--- config.mk ---
export PLATFORM = sky130hd
export DESIGN_NAME = fifo_wr_arbiter
export DESIGN_NICKNAME = d
export VERILOG_FILES = /design/src/rtl/fifo_arb_pkg.sv /design/src/rtl/fifo_wr_arbiter_rr_pick.sv /design/src/rtl/fifo_wr_arbiter.sv
export SDC_FILE = /design/constraint.sdc
export NUM_CORES = 1
export LEC_CHECK = 0
export ABC_AREA = 1
export BUFFER_PORTS_ARGS = -buffer_cell sky130_fd_sc_hd__buf_2
export CAP_MARGIN = 15
export CORE_AREA = 4 4 42 44
export CTS_CLUSTER_DIAMETER = 40
export CTS_CLUSTER_SIZE = 10
export DETAILED_ROUTE_END_ITERATION = 10
export DIE_AREA = 0 0 46 48
export PLACE_DENSITY = 0.79
export SYNTH_ARGS = -nofsm -noshare
export SYNTH_HDL_FRONTEND = slang
export SYNTH_SLANG_ARGS = --single-unit
--- constraint.sdc ---
create_clock -name clk -period 1.5 [get_ports clk]
set_input_delay 0.225 -clock clk [delete_from_list [all_inputs] [get_ports clk]]
set_output_delay 0.225 -clock clk [all_outputs]
set_load 0.05 [all_outputs]
--- src/rtl/fifo_arb_pkg.sv ---
// Shared types and constants for the FIFO write-port arbiter.
package fifo_arb_pkg;

  typedef enum logic {ST_IDLE, ST_BURST} arb_state_e;

  localparam int DEF_MAX_BURST = 4;

  // A single producer still needs a 1-bit source ID.
  function automatic int clog2_min1(input int n);
    return (n <= 2) ? 1 : $clog2(n);
  endfunction

endpackage

--- src/rtl/fifo_wr_arbiter_rr_pick.sv ---
// Combinational round-robin picker: first set req bit after 'last', wrapping modulo NUM_REQ.
module rr_pick #(
  parameter int NUM_REQ = 2,
  parameter int SRC_W   = 1
) (
  input  logic [NUM_REQ-1:0] req,
  input  logic [SRC_W-1:0]   last,
  output logic               any,
  output logic [SRC_W-1:0]   idx
);

  localparam logic [SRC_W:0]   NR      = (SRC_W+1)'(NUM_REQ);
  localparam logic [SRC_W-1:0] LAST_ID = SRC_W'(NUM_REQ-1);

  logic [SRC_W:0]       start, off, sum_raw, sum;
  logic [2*NUM_REQ-1:0] dbl;
  logic [NUM_REQ-1:0]   rot;

  // Rotate so the highest-priority candidate lands in bit 0, then take the lowest set bit.
  always_comb begin
    start   = (last == LAST_ID) ? '0 : {1'b0, last} + (SRC_W+1)'(1);
    dbl     = {req, req} >> start;
    rot     = dbl[NUM_REQ-1:0];
    any     = |req;
    off     = '0;
    for (int j = NUM_REQ-1; j >= 0; j--)
      if (rot[j]) off = (SRC_W+1)'(j);
    sum_raw = start + off;
    sum     = (sum_raw >= NR) ? sum_raw - NR : sum_raw;
    idx     = sum[SRC_W-1:0];
  end

endmodule

--- src/rtl/fifo_wr_arbiter.sv ---
// Round-robin, burst-limited sharing of the byte FIFO write port among NUM_REQ producers.
module fifo_wr_arbiter
  import fifo_arb_pkg::*;
#(
  parameter int NUM_REQ   = 2,
  parameter int DATA_W    = 8,
  parameter int MAX_BURST = DEF_MAX_BURST,
  parameter int SRC_W     = clog2_min1(NUM_REQ)
) (
  input  logic                      clk,
  input  logic                      rst,
  input  logic [NUM_REQ-1:0]        req_valid,
  input  logic [NUM_REQ*DATA_W-1:0] req_data,
  output logic [NUM_REQ-1:0]        req_ready,
  input  logic                      fifo_full,
  output logic                      fifo_wr_en,
  output logic [DATA_W-1:0]         fifo_wr_data,
  output logic [SRC_W-1:0]          fifo_wr_src,
  output logic                      grant_active,
  output logic [SRC_W-1:0]          grant_id
);

  localparam logic [3:0]       LAST_BEAT = 4'(MAX_BURST-1);
  localparam logic [SRC_W-1:0] LAST_ID   = SRC_W'(NUM_REQ-1);

  arb_state_e       state;
  logic [SRC_W-1:0] last_grant;
  logic [3:0]       burst_cnt;
  logic             pick_any;
  logic [SRC_W-1:0] pick_idx;
  logic             sel_valid, in_burst, xfer;
  logic [DATA_W-1:0] sel_data;

  rr_pick #(.NUM_REQ(NUM_REQ), .SRC_W(SRC_W)) u_pick (
    .req  (req_valid),
    .last (last_grant),
    .any  (pick_any),
    .idx  (pick_idx)
  );

  always_comb begin
    sel_valid = 1'b0;
    sel_data  = '0;
    for (int i = 0; i < NUM_REQ; i++)
      if (grant_id == SRC_W'(i)) begin
        sel_valid = req_valid[i];
        sel_data  = req_data[i*DATA_W +: DATA_W];
      end
  end

  // Gating with rst keeps an in-flight beat from being written while reset is asserted.
  assign in_burst = (state == ST_BURST) && !rst;
  assign xfer     = in_burst && sel_valid && !fifo_full;

  always_comb begin
    req_ready = '0;
    for (int i = 0; i < NUM_REQ; i++)
      if (in_burst && !fifo_full && grant_id == SRC_W'(i)) req_ready[i] = 1'b1;
  end

  assign fifo_wr_en   = xfer;
  assign fifo_wr_data = sel_data;
  assign fifo_wr_src  = grant_id;
  assign grant_active = in_burst;

  always_ff @(posedge clk) begin
    if (rst) begin
      state      <= ST_IDLE;
      grant_id   <= '0;
      last_grant <= LAST_ID;
      burst_cnt  <= '0;
    end else begin
      case (state)
        ST_IDLE: if (pick_any) begin
          grant_id  <= pick_idx;
          burst_cnt <= '0;
          state     <= ST_BURST;
        end
        ST_BURST: begin
          if (xfer) burst_cnt <= burst_cnt + 4'd1;
          // Full-FIFO stalls neither count nor release; a dropped valid does release.
          if ((xfer && burst_cnt == LAST_BEAT) || !sel_valid) begin
            state      <= ST_IDLE;
            last_grant <= grant_id;
          end
        end
      endcase
    end
  end

endmodule
-- Word level (Yosys, flattened, before mapping)
Index checks and enable logic that the tools add are counted.
- flip-flop bits (word level): 7
- input port bits: 21
- output and inout port bits: 14
- logic and storage cells: 44
- $add $sub $neg: 4
- magnitude comparators: 1
- equality and inequality tests: 3
- shift operators: 1
- mux-type cells: 14
- bitwise gates (word level): 2
- reductions and logical operators: 15
- operators with widths (cell ; count):
    $mux 4 ; 2
    $mux 8 ; 1
    $pmux 4 s2 ; 1
    $logic_and 1x1->1 ; 7
    $mux 1 ; 7
    $reduce_and 2->1 ; 3
    $add 4x1->4 const B ; 1
    $eq 4x2->1 const B ; 1
    $mux 2 ; 2
    $shr 4x2->2 ; 1
    $logic_not 1->1 ; 3
    $add 1x1->2 const B ; 1
    $add 2x2->2 ; 1
    $ge 2x2->1 const B ; 1
    $ne 2x1->1 const B ; 1
    $ne 2x2->1 const B ; 1
    $not 1->1 ; 2
    $pmux 1 s2 ; 1
    $reduce_or 2->1 ; 1
    $logic_or 1x1->1 ; 1
    $sub 1x1->1 const B ; 1

-- Logic depth before layout (Yosys ltp)
Gate-level depths: netlist of the first run.
- depth in word-level cells: 8
- gate-level depth with buffers: 8
- gate-level depth less buffers: 8

-- Cells and area by module
From an unflattened synthesis of the first run, not the netlist that was laid out.
- cells, all modules: 93
- area total of the unflattened synthesis: 538.0 µm²
- modules (own cells, without submodules) (module ; instances ; cells an instance ; area an instance (µm²) ; seq. area each (µm²)):
    fifo_wr_arbiter ; 1 ; 86 ; 509.2 ; 140.1
    rr_pick ; 1 ; 7 ; 28.8 ; 0.0

-- Worst setup path before layout of the first run
OpenSTA, ideal clock, no wires.
- path kind: register to output
- from: register grant_id, in the netlist fifo_wr_src
- to: output req_ready[1]
- arrival: 1.549 ns
- required time: 1.275 ns
- slack: -0.274 ns
- stages on the path, launching flop included: 3
- buffers on the path: 0
- path through: dfxtp_1 inv_2 nor2_1
- longest elaborated chain between the ends: 2
- ends and longest elaborated chain (element ; RTL line ; text):
    start, declared ; fifo_wr_arbiter.sv:20 ; output logic [SRC_W-1:0] grant_id
    start signal, assigned ; fifo_wr_arbiter.sv:75 ; grant_id <= pick_idx;
    $logic_and 1x1->1 ; fifo_wr_arbiter.sv:58 ; if (in_burst && !fifo_full && grant_id == SRC_W'(i)) req_ready[i] = 1'b1;
    $mux 1 ; fifo_wr_arbiter.sv:58 ;
    end, declared ; fifo_wr_arbiter.sv:14 ; output logic [NUM_REQ-1:0] req_ready,
No other way between the ends.

-- Final worst setup path of the first run
- from: register state
- to: output req_ready[1]
- longest elaborated chain between the ends: 4
- ends and longest elaborated chain (element ; RTL line ; text):
    start, declared ; fifo_wr_arbiter.sv:26 ; arb_state_e state;
    start signal, assigned ; fifo_wr_arbiter.sv:68 ; state <= ST_IDLE;
    start signal, assigned ; fifo_wr_arbiter.sv:77 ; state <= ST_BURST;
    start signal, assigned ; fifo_wr_arbiter.sv:83 ; state <= ST_IDLE;
    $logic_and 1x1->1 ; fifo_wr_arbiter.sv:52 ; assign in_burst = (state == ST_BURST) && !rst;
    $logic_and 1x1->1 (2 in series) ; fifo_wr_arbiter.sv:58 ;
    $mux 1 ; fifo_wr_arbiter.sv:58 ;
No other way between the ends.

==> results of run 1 <==
==> worst reg2reg max path, cell delays in order, from the launching register on <==
cell and delay, ns:
dfxtp_1 0.39, ha_1 0.22, inv_1 0.05, nor3_1 0.16
nand2_1 0.08, nand2_1 0.11, nand2_1 0.06, nand2_1 0.05
nand3_1 0.06
==> stage by stage <==
step	setup WS, ns	cell area (sq um)	utilization	TNS, ns
5_1_grt	-0.0309	772	0.537	-0.0309
3_5_place_dp	0.121	702	0.489	0
2_1_floorplan	0.0181	515	-	0
3_3_place_gp	0.148	702	0.489	0
6_report	0.0791	772	0.537	0
4_1_cts	0.0109	742	0.517	0
==> cell families (layout without fill, tap and decap cells) <==
logic type	after synthesis	in the layout	synth area share
and+or+nand+nor	60	60	0.533
xor gates and xnor gates	1	1	0.0172
buffers and inverters	10	50	0.0811
adders and majority gates	1	1	0.0246
AOI/OAI and AO/OA	7	7	0.0688
DFF	7	7	0.275
==> cell type report <==
class	instances	area, sq um	area share
clock buffer	4	26.3	0.0340
inverter	8	35.0	0.0454
multi-input combinational	69	335	0.434
sequential	7	144	0.186
tap	16	20.0	0.0259
timing repair buffer	38	211	0.274
==> how the worst max path moves through the flow <==
stage / from / end / slack, ns
2_1_floorplan: fifo_wr_src$_SDFFE_PP0P_ / fifo_wr_data[0] / 0.02
3_3_place_gp: fifo_wr_src$_SDFFE_PP0P_ / fifo_wr_en / 0.15
3_5_place_dp: fifo_wr_src$_SDFFE_PP0P_ / fifo_wr_en / 0.12
4_1_cts: fifo_wr_src$_SDFFE_PP0P_ / fifo_wr_en / 0.01
5_1_grt: state$_SDFF_PP0_ / req_ready[1] / -0.03
6_report: state$_SDFF_PP0_ / req_ready[1] / 0.08
==> metal layers <==
metal / vias to the layer above / share of wire / wire [um]
met1: 272 / 0.39 / 550
met4: 0 / 0.014 / 20
met5: - / 0 / 0
met3: 2 / 0.15 / 215
met2: 35 / 0.44 / 620
li1: 346 / - / -
==> cells in the final DEF, fill, tap and decap left out <==
master and n:
nor3_1 1, or2_2 1, xnor2_1 1, o21ai_0 1, ha_1 1, nand2_2 2, a21oi_1 4, clkbuf_1 1
buf_4 4, nor2_4 1, nand4_1 1, o21ai_1 2, dfxtp_1 6, dfxtp_4 1, nand3_1 6, clkbuf_4 5
inv_6 1, nor2_1 4, nor2_2 2, buf_2 31, nand2_4 3, inv_1 6, inv_2 1, nand2_1 39
buf_6 1
==> sequential cells by signal, summed over array words and instances (netlist names) <==
register,count
burst_cnt,4
fifo_wr_src,1
state,1
last_grant,1
==> timing repair <==
action | in CTS | in global routing
buffers inserted | 0 | 3
setup endpoints to repair | 1 | 3
resized for setup | 5 | 4
==> report_power, final <==
group          internal, W  leakage, nW  switching [W]
clock             0.000102       0.0150      0.0000707
sequential        0.000196       0.0580      0.0000119
combinational    0.0000782        0.364       0.000180
==> results.toml, run 1 <==
[outcome]
status = "complete, no violations"

[critical_path]
crit_slowest_cell = "dfxtp_1"
max_stage_delay_ns = 0.34
critPathTopFamily = "flip-flops"
worstReg2RegStart = "burst_cnt[0]$_SDFFE_PP0P_"
ff2ff_path_depth = 8
cp_num_cells = 5
path_buf_inv = 2
cp-end-kind = "output port"
crit_fanout = 3
critPathKind = "flip-flop to output port"
critPathLaunchType = "flip-flop"
regToRegSetupSlack_ns = 0.22
crit_required_ns = 1.27
rr_endpoint = "last_grant$_SDFFE_PP1P_"
arrival_ns = 1.20
crit_chain = "nand2_2 > nor2_4 > inv_1 > nor2_2 > clkbuf_4"

[global_route]
grt_pass1_wl_mm = 1.87
gr-total-overflow = 0
grtUsageMet2 = 0.198
grt_max_degree = 16
grt_use_met1 = 0.131
grt_usage = 0.117
grt_pass1_vias = 486
antenna_found_initial = 0
busiest_layer = "met2"
grtUsageMet3 = 0.0338

[floorplanning]
start_util = 0.355
core_area_sq_um = 1440
die_y_um = 48
dieArea_sq_um = 2210
row_count = 14
ios = 35
die_w_um = 46

[sta]
maxSlewViolCount = 0
skew_ns = 0.000956
hold_ws_ns = 0.215
fin_crit_ns = 1.42
fmax_ghz = 0.704
min_period_over_period = 0.947
finalHoldViolCount = 0
relSlewSlack = 0.829
finalSetupViolations = 0
worst_pin_slew_ns = 0.258

[routing]
drt_iter0_drc = 10
num_vias = 655
first_pass_iters = 4
drc_errors = 0
ant_nets = 0
wire_per_inst_um = 9.91
wirelength_mm = 1.41
vias_per_cell = 4.61

[power]
irDropWorstVdd_uv = 560
power.density_nw_per_um2 = 827
finalPower_w = 0.000639
leakage_nw = 0.437

[worst_hold_path]
holdPathStages = 2
min-delay-start = "rst"
min_to = "fifo_wr_src$_SDFFE_PP0P_"
min_path_type = "primary input to flip-flop"

[synth]
synth_top_area_frac = 0.295
synth.avg_cell_area_sq_um = 5.92
yosys.area.top_type = "nand2_1"
seq_area_frac_synth = 0.275
ys_types = 19
synthArstFlopShare = 0
ys_ff_latch = 7
syn_inst = 86
netlist_area_sq_um = 509
ys_warn_count = 0
synthFlopType = "dfxtp_1"
synth_edf_count = 0
synth.area.top_cells = "nand2_1 29%, dfxtp_1 28%, nand2_4 6.6%"
syn_nets = 108
post-synth-top-count-cell = "nand2_1"
yosys-top-cells-count = "40 x nand2_1, 7 x dfxtp_1, 7 x inv_1, 6 x nand3_1, 6 x nor2_1"

[cells_and_area]
antenna_cells = 0
nets = 149
fill_cells = 150
synthToLayoutAreaGrowth_pct = 51.6
drive_gt1_frac = 0.421
stdcell_count = 142

[clocking]
clk_path_buf_depth = 2
cts-hold-fix-buffers = 0
clk_pin_slew_ns = 0.05
cts_tree = "done"
clkLatencyLatePin_ns = 0.25
cts-root-buf = "clkbuf_4"
clock-sinks = 7
cts_buffers = 3
h-tree-depth = 1

[placement]
place.gp.congestion = 0.776
dp_cells = 135
place_hpwl_mm = 1.08
io_buffers = 34

[run]
cap_violations = 0
Power figures use the tool's default switching activity.
==> inputs of run 2 (changes only) <==
--- a/config.mk
+++ b/config.mk
@@ -6,14 +6,14 @@
 export NUM_CORES = 1
 export LEC_CHECK = 0
 export ABC_AREA = 1
-export BUFFER_PORTS_ARGS = -buffer_cell sky130_fd_sc_hd__buf_2
 export CAP_MARGIN = 15
-export CORE_AREA = 4 4 42 44
+export CORE_AREA = 4 4 41 43
 export CTS_CLUSTER_DIAMETER = 40
 export CTS_CLUSTER_SIZE = 10
 export DETAILED_ROUTE_END_ITERATION = 10
-export DIE_AREA = 0 0 46 48
-export PLACE_DENSITY = 0.79
+export DIE_AREA = 0 0 45 47
+export DONT_BUFFER_PORTS = 1
+export PLACE_DENSITY = 0.59
 export SYNTH_ARGS = -nofsm -noshare
 export SYNTH_HDL_FRONTEND = slang
 export SYNTH_SLANG_ARGS = --single-unit
==> results.toml, run 2 (same netlist as run 1, synthesis figures left out) <==
[floorplanning]
die_w_um = 45
core_area_sq_um = 1300
start_util = 0.391
dieArea_sq_um = 2120
row_count = 13
die_y_um = 47
ios = 35

[power]
p_sw_frac = 0.389
power.density_nw_per_um2 = 871
pwr-share-seq = 0.309
leakage_nw = 0.381
irDropWorstVdd_uv = 506
power_frac_comb = 0.433
cellInternalPower_w = 0.000416
power.switching_w = 0.000265
pwr-share-clk = 0.257

[critical_path]
ff2ff_path_depth = 8
worstReg2RegStart = "burst_cnt[0]$_SDFFE_PP0P_"
cp-startpoint = "state$_SDFF_PP0_"
critPathKind = "flip-flop to output port"
cp-end-kind = "output port"
crit_fanout = 7
rr_endpoint = "last_grant$_SDFFE_PP1P_"
crit_required_ns = 1.27
arrival_ns = 1.22
regToRegSetupSlack_ns = 0.24
critPathLaunchType = "flip-flop"
crit_end = "req_ready[1]"

[clocking]
cts-hold-fix-buffers = 0
cts_buffers = 3
clk_path_buf_depth = 2
h-tree-depth = 1
cts-root-buf = "clkbuf_4"
cts_tree = "done"
clock-sinks = 7
clkLatencyLatePin_ns = 0.25
clk_pin_slew_ns = 0.05

[routing]
drc_errors = 0
drt_iter0_drc = 17
wirelength_mm = 1.32
wire_per_inst_um = 11.3
num_vias = 576
first_pass_iters = 4
vias_per_cell = 4.97
ant_nets = 0

[sta]
relSlewSlack = 0.719
worst_pin_slew_ns = 0.421
fmax_ghz = 0.694
maxSlewViolCount = 0
grt_setup_unrepaired = "false"
min_period_over_period = 0.961
skew_ns = 0.000493
fin_crit_ns = 1.44
finalSetupViolations = 0
tns_ns = 0
finalHoldViolCount = 0

[run]
cap_violations = 0

[placement]
place_hpwl_mm = 1.08
place.gp.congestion = 0.782
place_area_sq_um = 746
io_buffers = 0

[global_route]
grt_max_degree = 11
gr-total-overflow = 0
grt_pass1_wl_mm = 1.99
grt_pass1_vias = 481
antenna_found_initial = 0
grt_usage = 0.130

[cells_and_area]
drive_gt1_frac = 0.277
layout_commonest_cell = "nand2_1"
largest_reg_flops = 4
final_cell_mix = "40 x nand2_1, 10 x buf_12, 6 x inv_1, 6 x nand3_1, 5 x dfxtp_1"
nets = 124
fill_cells = 115
regMostFlops = "burst_cnt"
synthToLayoutAreaGrowth_pct = 53.6
antenna_cells = 0
final_cell_area_sq_um = 782

[worst_hold_path]
min_path_type = "primary input to flip-flop"

[outcome]
status = "complete, no violations"
run 2: layout make-up:
class | instances | area (sq um) | share of cell area
sequential | 7 | 145 | 0.186
multi-input combinational | 69 | 333 | 0.426
clock buffer | 4 | 26.3 | 0.0336
timing repair buffer | 13 | 226 | 0.290
inverter | 8 | 32.5 | 0.0416
tap | 15 | 18.8 | 0.0240
run 2: per-layer routing:
layer	wire length (um)	vias to the layer above	global-route usage
met2	544	34	0.181
met1	526	240	0.155
met4	30	0	0.0819
met5	0	-	0
li1	-	297	-
met3	213	5	0.0690
run 2: worst max-delay path, stage by stage, from the launching register on:
cell,delay (ns)
dfxtp_4,0.38
nand2_2,0.08
nor2_4,0.13
inv_1,0.09
nor2_2,0.13
buf_12,0.15
run 2: power groups by stage:
| stage | clock network (W) | registers (W) | logic (W) |
|---|---|---|---|
| 2_1_floorplan | 0 | 0.000217 | 0.000172 |
| 3_3_place_gp | 0 | 0.000213 | 0.000292 |
| 3_5_place_dp | 0 | 0.000214 | 0.000295 |
| 4_1_cts | 0.000181 | 0.000211 | 0.000296 |
| 5_1_grt | 0.000199 | 0.000212 | 0.000311 |
| 6_report | 0.000175 | 0.000211 | 0.000295 |
run 2: worst min path at each step:
stage | startpoint | end | slack, ns | depth (start not counted)
final | rst | fifo_wr_src$_SDFFE_PP0P_ | 0.03 | 1
after CTS | rst | fifo_wr_src$_SDFFE_PP0P_ | 0.02 | 1
after global placement | rst | fifo_wr_src$_SDFFE_PP0P_ | 0.29 | 1
after detailed placement | rst | fifo_wr_src$_SDFFE_PP0P_ | 0.29 | 1
after global routing | rst | fifo_wr_src$_SDFFE_PP0P_ | 0.02 | 1
after floorplan | rst | fifo_wr_src$_SDFFE_PP0P_ | 0.29 | 1
run 2: stage by stage:
stage,hold WS [ns],total power (W),std cells,setup WS (ns),util
after floorplan,0.287,0.000389,86,0.0181,-
after global placement,0.291,0.000505,112,0.222,0.573
after detailed placement,0.291,0.000509,112,0.215,0.573
after CTS,0.0230,0.000688,116,0.0284,0.596
after global routing,0.0167,0.000721,116,0.00687,0.601
final,0.0276,0.000681,116,0.0586,0.601
run 2: timing repair:
action | CTS | global route
resized for setup | 2 | 3
setup endpoints to repair | 3 | 3
setup buffers | 0 | 0
